## src/rtl/instr_fetch.sv

```systemverilog
`default_nettype none
// instr_fetch: owns the PC, issues one-cycle-latency word reads and buffers {pc, instr} in a FIFO for decode.
// A redirect flushes the FIFO and any in-flight word; fetch restarts at the new PC on the following cycle.
module instr_fetch #(
   parameter logic [31:0] RESET_PC = 32'h0000_0000,
   parameter int unsigned QDEPTH   = 4
) (
   input  logic        clk,
   input  logic        rst_n,
   output logic        imem_req,
   output logic [31:0] imem_addr,
   input  logic [31:0] imem_rdata,
   input  logic        redirect_valid,
   input  logic [31:0] redirect_pc,
   output logic        instr_valid,
   input  logic        instr_ready,
   output logic [31:0] instruction,
   output logic [31:0] instr_pc
);
   localparam int unsigned AW      = $clog2(QDEPTH);
   localparam int unsigned CW      = $clog2(QDEPTH + 1);
   localparam logic [CW:0] C_DEPTH = (CW + 1)'(QDEPTH);

   logic [31:0]   pc_q, pc_d;
   logic [31:0]   inflight_pc_q, inflight_pc_d;
   logic          inflight_q, inflight_d;
   logic [CW-1:0] count_q, count_d;
   logic [AW-1:0] head_q, head_d;
   logic [AW-1:0] tail_q, tail_d;
   logic [31:0]   fifo_pc_q    [QDEPTH];
   logic [31:0]   fifo_instr_q [QDEPTH];

   logic          issue;
   logic          push;
   logic          pop;
   logic [CW:0]   occupancy;
   logic          unused_redirect_lsbs;

   assign unused_redirect_lsbs = ^redirect_pc[1:0];

   // Occupancy counts the in-flight word so a full FIFO can never be overrun; a same-cycle pop is not credited.
   assign occupancy   = {1'b0, count_q} + {{CW{1'b0}}, inflight_q};
   assign issue       = rst_n && !redirect_valid && (occupancy < C_DEPTH);
   assign push        = inflight_q && !redirect_valid;
   assign pop         = instr_valid && instr_ready;

   assign imem_req    = issue;
   assign imem_addr   = pc_q;
   assign instr_valid = (count_q != '0);
   assign instruction = instr_valid ? fifo_instr_q[head_q] : 32'h0;
   assign instr_pc    = instr_valid ? fifo_pc_q[head_q]    : 32'h0;

   always_comb begin
      pc_d          = pc_q;
      inflight_d    = issue;
      inflight_pc_d = issue ? pc_q : inflight_pc_q;
      count_d       = count_q;
      head_d        = head_q;
      tail_d        = tail_q;
      if (redirect_valid) begin
         pc_d       = {redirect_pc[31:2], 2'b00};
         inflight_d = 1'b0;
         count_d    = '0;
         head_d     = '0;
         tail_d     = '0;
      end else begin
         if (issue) begin
            pc_d = pc_q + 32'd4;
         end
         if (push) begin
            tail_d = tail_q + AW'(1);
         end
         if (pop) begin
            head_d = head_q + AW'(1);
         end
         case ({push, pop})
            2'b10:   count_d = count_q + CW'(1);
            2'b01:   count_d = count_q - CW'(1);
            default: count_d = count_q;
         endcase
      end
   end

   always_ff @(posedge clk or negedge rst_n) begin
      if (!rst_n) begin
         pc_q          <= RESET_PC;
         inflight_q    <= 1'b0;
         inflight_pc_q <= 32'h0;
         count_q       <= '0;
         head_q        <= '0;
         tail_q        <= '0;
      end else begin
         pc_q          <= pc_d;
         inflight_q    <= inflight_d;
         inflight_pc_q <= inflight_pc_d;
         count_q       <= count_d;
         head_q        <= head_d;
         tail_q        <= tail_d;
      end
   end

   // Storage needs no reset: entries are only observed while count_q covers them.
   always_ff @(posedge clk) begin
      if (push) begin
         fifo_pc_q[tail_q]    <= inflight_pc_q;
         fifo_instr_q[tail_q] <= imem_rdata;
      end
   end

endmodule
`default_nettype wire

```

## config.mk

```make
export PLATFORM = sky130hd
export DESIGN_NAME = instr_fetch
export DESIGN_NICKNAME = d
export VERILOG_FILES = /design/src/rtl/instr_fetch.sv
export SDC_FILE = /design/constraint.sdc
export NUM_CORES = 1
export LEC_CHECK = 0
export BUFFER_PORTS_ARGS = -buffer_cell sky130_fd_sc_hd__buf_4
export CORE_MARGIN = 1.5
export CORE_UTILIZATION = 45
export DETAILED_ROUTE_END_ITERATION = 8
export PLACE_DENSITY = 0.75
export SLEW_MARGIN = 20
export SYNTH_ARGS = -nofsm -noshare
export SYNTH_HDL_FRONTEND = slang
export SYNTH_SLANG_ARGS = --single-unit
```

## constraint.sdc

```tcl
create_clock -name clk -period 3.85 [get_ports clk]
set_clock_uncertainty 0.2 [all_clocks]
set_input_delay 0.77 -clock clk [delete_from_list [all_inputs] [get_ports clk]]
set_output_delay 0.77 -clock clk [all_outputs]
set_load 0.03 [all_outputs]
```

==> results.md <==
* Hold/Removal Path Class: input port to asynchronous set/reset pin
* FP Rows at 61
* Max_slew headroom at 51.3%
* Post-DRT Antenna Nets at 0
* Initial Utilization at 45.7%
* Gpl congestion at 0.786
* DP Wirelength at 15.5 mm
* Core Area at 0.0277 mm²
* PwrDens at 680 mW/mm²
* Worst Reg-to-Reg Cells at 8
* Fin. Hold Viols at 0
* Fin cells at 1276
* Largest net degree at the start of global routing at 66
* Number of synthesized flops with an enable pin at 248
* Global routing's busiest layer: met2
* Share of the synthesized area in the top cell type at 58.8%
* Final Cell Area at 0.0154 mm²
* Crit path arrival time at 2.36 ns
* Initial antenna violation count at 0
* Max clock buf depth at 3
* Residual DRC at 0
* Wire length per cell at 19.5 µm
* Synthesized cell area at 0.0127 mm²
* Post-cts resize count at 0
* Fmax achieved at 300 MHz
* Max Slew Vio Count at 0
* Total Routing Usage GR at 17.6%
* Postcts setup bufs at 0
* GR Util met3 at 3.03%
* Post-place instance area at 0.0144 mm²
* RSZ-0062 raised after global routing: false
* Most frequent cell after synthesis: edfxtp_1
* #FFs+latches synth at 316
* Vias per cell at 5.26
* Status: finished, final reports clean
* Crit end category: primary output
* Top_reg_cell synth: edfxtp_1
* Chip Height at 171 µm
* Post-Synthesis Cells at 699
* Worst Tran Pin Value at 0.724 ns
* Number of global-route vias before repair at 6920
* Clock Latency Late Sink at 0.51 ns
* Leak at 5.52 nW
* GR Layer Usage met1 at 25.2%
* DR pass1 iterations at 5
* GRT overflow at 0
* R2R Path End: count_q[2]
* Placed cell count at 1215
* CTS clk-pin slew, worst paths at 0.06 ns
* PortBufs at 159
* Number of CTS-inserted buffers at 34
* Wire length of the first global-routing pass at 38.8 mm
* Fin crit period at 3.33 ns
* Met2 global-route usage at 28.1%
* ANT cells at 0
* CP Data Required Time at 2.88 ns
* CP Launch Type: flip-flop
* Total die area at 0.0292 mm²
* Initial DRC Count at 515
* Async SR Flop Fraction at 21.5%
* YS warnings at 0
* Library cells used by synthesis at 42
* Tcrit/Tclk final at 86.5%
* Final setup fails at 0
* Worst Setup Path Type: flip-flop to primary output
* Crit path max fanout at 28
* Vias at 6712
* I/O pin count at 166
* # H-tree levels at 2
* Die width at 171 µm
* CP startpoint: head_q[0]
* Register area share after synthesis at 72.3%
* Layout area overhead at 21.9%
* Area leader, netlist: edfxtp_1
* Post-synth top cells: edfxtp_1, dfrtp_1, and2_1
* Setup_tns at 0 ns
* Peak VDD IR at 0.360 mV
* CTS Root Buffer Type: clkbuf_16
* Synthesized area per cell at 18.1 µm²
* CTS tree: built
* Fin nets at 947
* Leading post-synthesis cells by cell area: edfxtp_1, dfrtp_1, mux4_2
* CTS Hold Bufs at 0
* Share of cells above drive strength 1 at 36.7%
* R2R Setup Slk at 1.02 ns
* Maxcap violations at 0
* Worst r2r src: count_q[0]
* CTS sink count at 316
* Drt total wl at 24.8 mm
cell type report:
| class | instances | area [µm²] |
|---|---|---|
| clock buffer | 46 | 926 |
| timing repair buffer | 172 | 1380 |
| multi-input combinational | 344 | 3330 |
| tap | 378 | 473 |
| inverter | 5 | 18.8 |
| fill | 2205 | 12300 |
| clock inverter | 15 | 144 |
| sequential | 316 | 9160 |
metrics by stage:
stage	util, %	total power, W	setup slack, ns	hold slack (ns)
2_1_floorplan	-	0.00640	0.564	0.272
3_3_place_gp	51.8	0.00750	0.907	0.289
3_5_place_dp	51.8	0.00756	0.897	0.308
4_1_cts	55.7	0.0107	0.438	0.0767
5_1_grt	55.7	0.0110	0.370	0.102
6_report	55.7	0.0105	0.519	0.0868
cells in the final DEF (no fill, tap or decap), types with 3 or more instances in the layout:
master / n
nor2_1: 13
conb_1: 4
inv_1: 5
xor2_1: 18
edfxtp_1: 248
nor3_1: 4
and2_1: 63
dfrtp_1: 66
mux2_2: 33
buf_4: 165
o21ai_0: 25
clkbuf_1: 9
and3_1: 6
and2_4: 4
buf_12: 7
nand3_1: 11
nand4_1: 13
clkbuf_8: 3
nor2b_1: 3
clkinv_2: 6
mux2i_1: 3
nand2_1: 41
ha_1: 5
clkbuf_16: 34
clkinv_1: 3
xnor2_1: 11
mux4_2: 62
worst max path at each step:
stage	to
final	instr_pc[20]
after global routing	instr_pc[11]
after detailed placement	imem_addr[16]
after CTS	instr_pc[20]
after global placement	imem_req
after floorplan	fifo_instr_q[0][0]
metal layers:
metal | wire [µm] | vias up
li1 | - | 3045
met2 | 11700 | 228
met1 | 11200 | 3407
met5 | 0 | -
met3 | 1510 | 32
met4 | 401 | 0
state kept, by name (all words and copies together), names as in the netlist:
signal and flops:
tail_q 2, fifo_pc_q 120, inflight_q 1, imem_addr 30, count_q 3, head_q 2, inflight_pc_q 30, fifo_instr_q 128
where the power goes:
part | total [W] | switching (W) | internal, W
clock | 0.00307 | 0.00124 | 0.00183
sequential | 0.00443 | 0.000325 | 0.00411
combinational | 0.00299 | 0.00169 | 0.00130
cell families (layout without fill, tap and decap cells):
family	count (synthesis)	in the layout	synth area share (%)
compound gates	31	31	1.33
flops	316	316	72.3
xor+xnor	29	29	2.01
simple gates	176	176	7.89
mux	98	98	14.2
fa+ha+maj	6	6	0.652
buf+inv	42	238	1.63
other cells	1	4	0.0296
worst max-delay path: stages (launching register included):
cell,delay (ns)
dfrtp_4,0.64
buf_12,0.30
mux4_2,0.53
and2_1,0.19
buf_4,0.17
(Power assumes the default switching activity.)
